--- src/rtl/mult_2.sv ---
// Radix-4 iterative 32x32 unsigned multiplier: 16 cycles/op, m2_stall high during CALC, one-cycle m2_m3_oper pulse.
// Define MULT2_ZERO_BYPASS_EN so that requests flagged iszero finish in one cycle with a zero product.
module mult_2 (
  input  logic        clock,
  input  logic        reset,
  input  logic        m1_m2_oper,
  input  logic [31:0] m1_m2_rega,
  input  logic [31:0] m1_m2_regb,
  input  logic [4:0]  m1_m2_regdest,
  input  logic        m1_m2_ispositive,
  input  logic        m1_m2_iszero,
  output logic        m2_stall,
  output logic        m2_m3_oper,
  output logic [63:0] m2_m3_multres,
  output logic [4:0]  m2_m3_regdest,
  output logic        m2_m3_ispositive,
  output logic        m2_m3_iszero
);

  typedef enum logic [1:0] {IDLE, CALC, DONE} state_t;

  state_t      state_q, state_d;
  logic [3:0]  cnt_q, cnt_d;
  logic [63:0] acc_q, acc_d;
  logic [63:0] mcand_q, mcand_d;
  logic [31:0] mplier_q, mplier_d;
  logic [4:0]  rd_q, rd_d;
  logic        pos_q, pos_d;
  logic        zero_q, zero_d;
  logic [63:0] res_q, res_d;
  logic [4:0]  ord_q, ord_d;
  logic        opos_q, opos_d;
  logic        ozero_q, ozero_d;
  logic        oper_q, oper_d;
  logic [63:0] pp;
  logic [63:0] sum;

  // Partial product for one radix-4 digit of the multiplier.
  always_comb begin
    pp = 64'd0;
    case (mplier_q[1:0])
      2'd0: pp = 64'd0;
      2'd1: pp = mcand_q;
      2'd2: pp = mcand_q << 1;
      2'd3: pp = mcand_q + (mcand_q << 1);
      default: pp = 64'd0;
    endcase
    sum = acc_q + pp;
  end

  always_comb begin
    state_d  = state_q;
    cnt_d    = cnt_q;
    acc_d    = acc_q;
    mcand_d  = mcand_q;
    mplier_d = mplier_q;
    rd_d     = rd_q;
    pos_d    = pos_q;
    zero_d   = zero_q;
    res_d    = res_q;
    ord_d    = ord_q;
    opos_d   = opos_q;
    ozero_d  = ozero_q;
    oper_d   = 1'b0;
    case (state_q)
      IDLE, DONE: begin
        if (m1_m2_oper) begin
          state_d  = CALC;
          cnt_d    = 4'd0;
          acc_d    = 64'd0;
          mcand_d  = {32'd0, m1_m2_rega};
          mplier_d = m1_m2_regb;
          rd_d     = m1_m2_regdest;
          pos_d    = m1_m2_ispositive;
          zero_d   = m1_m2_iszero;
`ifdef MULT2_ZERO_BYPASS_EN
          if (m1_m2_iszero) begin
            state_d = DONE;
            res_d   = 64'd0;
            ord_d   = m1_m2_regdest;
            opos_d  = m1_m2_ispositive;
            ozero_d = 1'b1;
            oper_d  = 1'b1;
          end
`else
`endif
        end else begin
          state_d = IDLE;
        end
      end
      CALC: begin
        acc_d    = sum;
        mcand_d  = mcand_q << 2;
        mplier_d = mplier_q >> 2;
        cnt_d    = cnt_q + 4'd1;
        if (cnt_q == 4'd15) begin
          state_d = DONE;
          res_d   = sum;
          ord_d   = rd_q;
          opos_d  = pos_q;
          ozero_d = zero_q;
          oper_d  = 1'b1;
        end
      end
      default: state_d = IDLE;
    endcase
  end

  always_ff @(posedge clock) begin
    if (reset) begin
      state_q  <= IDLE;
      cnt_q    <= 4'd0;
      acc_q    <= 64'd0;
      mcand_q  <= 64'd0;
      mplier_q <= 32'd0;
      rd_q     <= 5'd0;
      pos_q    <= 1'b0;
      zero_q   <= 1'b0;
      res_q    <= 64'd0;
      ord_q    <= 5'd0;
      opos_q   <= 1'b0;
      ozero_q  <= 1'b0;
      oper_q   <= 1'b0;
    end else begin
      state_q  <= state_d;
      cnt_q    <= cnt_d;
      acc_q    <= acc_d;
      mcand_q  <= mcand_d;
      mplier_q <= mplier_d;
      rd_q     <= rd_d;
      pos_q    <= pos_d;
      zero_q   <= zero_d;
      res_q    <= res_d;
      ord_q    <= ord_d;
      opos_q   <= opos_d;
      ozero_q  <= ozero_d;
      oper_q   <= oper_d;
    end
  end

  assign m2_stall         = (state_q == CALC);
  assign m2_m3_oper       = oper_q;
  assign m2_m3_multres    = res_q;
  assign m2_m3_regdest    = ord_q;
  assign m2_m3_ispositive = opos_q;
  assign m2_m3_iszero     = ozero_q;

endmodule
--- config.mk ---
export PLATFORM = sky130hd
export DESIGN_NAME = mult_2
export DESIGN_NICKNAME = d
export VERILOG_FILES = /design/src/rtl/mult_2.sv
export SDC_FILE = /design/constraint.sdc
export NUM_CORES = 1
export LEC_CHECK = 0
export ABC_AREA = 0
export BUFFER_PORTS_ARGS = -buffer_cell sky130_fd_sc_hd__buf_4
export CAP_MARGIN = 5
export CORE_ASPECT_RATIO = 1.2
export CORE_MARGIN = 1
export CORE_UTILIZATION = 44
export CTS_CLUSTER_SIZE = 20
export DETAILED_ROUTE_END_ITERATION = 8
export PLACE_DENSITY = 0.64
export SYNTH_ARGS = -nofsm -noshare
export SYNTH_HDL_FRONTEND = slang
export SYNTH_SLANG_ARGS = --single-unit
--- constraint.sdc ---
create_clock -name clock -period 11.4 [get_ports clock]
set_input_delay 1.14 -clock clock [delete_from_list [all_inputs] [get_ports clock]]
set_output_delay 1.14 -clock clock [all_outputs]
set_load 0.05 [all_outputs]
==> out/qor.csv <==
metric,value,unit
finalCritPeriodShare,56.57,%
crit_path_start_kind,register,
min_path_type,register to register,
synthMuxAreaShare,2.715,%
holdPathStages,2,
synth-compound-area-share,30.96,%
wl,50.14,mm
finalSetupViolations,0,
tightest_slew,0.9555,ns
pre_cts_ws,5.020,ns
use_met1,33.32,%
cts_hold_buf,0,
status,"finished, final reports clean",
maxCapViolCount,0,
ir_worst_vdd,0.09892,mV
n_fill_cell,3733,
io-pin-count,147,
path_max_fanout,7,
die_y,218.2,um
clk_pin_slew,0.06,ns
rr_endpoint,acc_q[63]$_SDFFE_PP0P_,
max_slew_margin,36.30,%
grt_pass1_wl,80.85,mm
final_layout_size_suffix_gt1_share,10.22,%
crit_path_end_kind,register,
cts_buffer_depth,3,
worst-path-buf-inv,1,
slowest_delay,0.58,ns
synthArstFlopShare,0,%
cts_setup_buffers,0,
synth_fa_ha_area_share,9.429,%
max_freq,0.1551,GHz
grt-busiest-layer,met2,
start_util,45.04,%
synth_area_leaders,"dfxtp_1, ha_1, nand2_1",
cts-root-buf,clkbuf_16,
num_vias,16536,
reg2reg_slack,4.95,ns
synth_ff_type,dfxtp_1,
yosysWarnings,0,
synth-seq-cells,245,
hp-start,rd_q[1]$_SDFFE_PP0P_,
synthDistinctLibCells,74,
clk_latency,0.58,ns
nNetsFinal,2508,
rsz0062_at_grt,false,
synth_nets,2475,
vias_per_cell,5.889,
synth-xor-area-share,5.875,%
p_leak,8.204,nW
grt-ovfl-total,0,
hold_viol,0,
htreeDepth,1,
fp-row-count,78,
cts_tree,built,
grt_util_all_layers,24.74,%
crit_type,register to register,
p_per_area,107.2,nW/um2
yosysTopAreaCell,dfxtp_1,
setup_tns,0,ns
dp_hpwl,35.87,mm
final_antenna_net_count,0,
grt_pass1_vias,15591,
yosys.area.top_type_share,28.61,%
netlist_area,17140,um2
arrival,6.92,ns
wl_per_cell,17.86,um
reg2regPathDepth,27,
port_buffers,146,
dr.pass1.iters,5,
fin_skew,0.01116,ns
core_area,38060,um2
clock_sinks,245,
diodes,0,
maxSlewViolCount,0,
cts.repair.resized,0,
synthTopCellsByCount,"nand2_1, a21oi_1, dfxtp_1",
fp.dieW,182.2,um
critical-path-top-delay-family,compound AO/OA/AOI/OAI gates,
yosys.area_share.simple,17.76,%
met3_usage,4.399,%
cp_slowest_cell,or4_1,
use_met2,40.26,%
synth_edf_count,0,
synth-seq-area-share,28.61,%
syn_inst,2273,
syn_avg_cell_area,7.542,um2
drc,0,
synth_top_family_by_area,compound AO/OA/AOI/OAI gates,
crit_top_cell,nor2_1,
fin_crit,6.449,ns
antenna_found_initial,0,
routabilityCongestion,0.9409,
syn_to_final_growth,12.76,%
reg2reg_from,mcand_q[1]$_SDFFE_PP0P_,
cp_data_required_time,11.87,ns
yosysMostFrequentCell,nand2_1,
drtIter0Drc,1226,
grt_max_degree,102,
min_to,m2_m3_regdest[1]$_SDFFE_PP0P_,
numCtsBuffers,28,
layout_setup_ws,4.951,ns
die_area,39760,um2
[sequential cells by signal (all words and copies together), names as in the netlist]
| signal | flops |
|---|---|
| acc_q | 64 |
| m2_m3_multres | 64 |
| mcand_q | 64 |
| mplier_q | 32 |
| m2_m3_regdest | 5 |
| rd_q | 5 |
| cnt_q | 4 |
| state_q | 2 |
| m2_m3_ispositive | 1 |
| m2_m3_iszero | 1 |
| m2_m3_oper | 1 |
| pos_q | 1 |
| zero_q | 1 |
[per-layer routing]
layer	vias to the layer above	part of all wire [%]	routed length, um
met4	0	2.5	1257
met1	7707	46	23110
met2	498	45	22370
met3	81	6.8	3400
li1	8250	-	-
met5	-	0	0
[stage by stage]
step	hold WS [ns]	instance area, um2	power [mW]	utilization, %	instances
CTS	0.4558	19330	2.097	50.79	2808
floorplan	0.4315	17140	1.087	-	2273
detailed placement	0.4470	18390	1.165	48.31	2756
global placement	0.4368	18390	1.162	48.31	2756
finish	0.4533	19330	2.072	50.79	2808
global route	0.4703	19330	2.157	50.79	2808
[cell families (layout without fill, tap and decap cells)]
logic type,after synthesis,in the layout
muxes,46,46
and+or+nand+nor,711,711
adders and majority gates,128,128
buffers and inverters,206,261
DFF,245,245
xor gates and xnor gates,115,115
AOI/OAI and AO/OA,822,822
[worst max-delay path by stage]
stage	endpoint	from	slack, ns	cells past startpoint
after floorplan	acc_q[63]$_SDFFE_PP0P_	mcand_q[8]$_SDFFE_PP0P_	5.93	26
after global placement	acc_q[63]$_SDFFE_PP0P_	mcand_q[1]$_SDFFE_PP0P_	5.16	27
after detailed placement	acc_q[63]$_SDFFE_PP0P_	mcand_q[1]$_SDFFE_PP0P_	5.02	27
after CTS	acc_q[63]$_SDFFE_PP0P_	mcand_q[1]$_SDFFE_PP0P_	5.00	27
after global routing	acc_q[63]$_SDFFE_PP0P_	mcand_q[1]$_SDFFE_PP0P_	4.41	27
final	acc_q[63]$_SDFFE_PP0P_	mcand_q[1]$_SDFFE_PP0P_	4.95	27
[layout by cell type, fill, tap and decap left out, types with 7 or more instances in the layout]
cell	n
nand2_1	369
a21oi_1	260
dfxtp_1	244
nor2_1	183
buf_4	160
a22oi_1	137
ha_1	126
o21ai_0	103
a21o_1	99
xnor2_1	71
inv_1	46
mux2i_1	45
xor2_1	44
o21ai_1	31
nand3_1	30
o21bai_1	30
a31oi_1	29
clkbuf_16	28
nand4_1	24
a211oi_1	23
nor3_1	18
and3_1	13
o21a_1	13
a22o_1	11
o211ai_1	10
and2_1	10
nand2b_1	8
nor2b_1	8
nand3b_1	8
o221ai_1	7
a211o_1	7
o31ai_1	7
nor3b_1	7
or3_1	7
[worst reg2reg max path, stage by stage, from the launching register on]
cell      delay, ns
dfxtp_1        0.43
ha_1           0.22
inv_1          0.06
fa_1           0.40
nand2b_1       0.18
a21o_1         0.19
a31o_1         0.22
o21bai_1       0.28
nor2_1         0.11
o21ai_0        0.31
a31oi_1        0.18
nor3_1         0.16
nor2_1         0.07
xnor2_1        0.13
mux2i_1        0.13
o21ai_0        0.14
ha_1           0.44
nand4_1        0.18
or4_1          0.58
nor2_1         0.12
o211ai_1       0.11
a21oi_1        0.40
o21ai_1        0.17
a31oi_1        0.29
o21a_1         0.24
nand3_1        0.14
a31o_1         0.24
mux2_4         0.24
[layout make-up]
| type | count | area [um2] | share of cell area [%] |
|---|---|---|---|
| clock buffers | 36 | 780.7 | 4.039 |
| inverters | 48 | 182.7 | 0.9449 |
| clock inverters | 16 | 163.9 | 0.8478 |
| multi-input cells | 1822 | 11480 | 59.40 |
| well taps | 480 | 600.6 | 3.107 |
| repair buffers | 161 | 1212 | 6.271 |
| flip-flops and latches | 245 | 4908 | 25.39 |
[where the power goes]
group / internal, mW / leakage, nW / switching, mW
clock: 0.532 / 0.454 / 0.394
combinational: 0.0867 / 5.76 / 0.160
sequential: 0.876 / 1.99 / 0.0237
total: 1.49 / 8.20 / 0.577
Power figures use the tool's default switching activity.
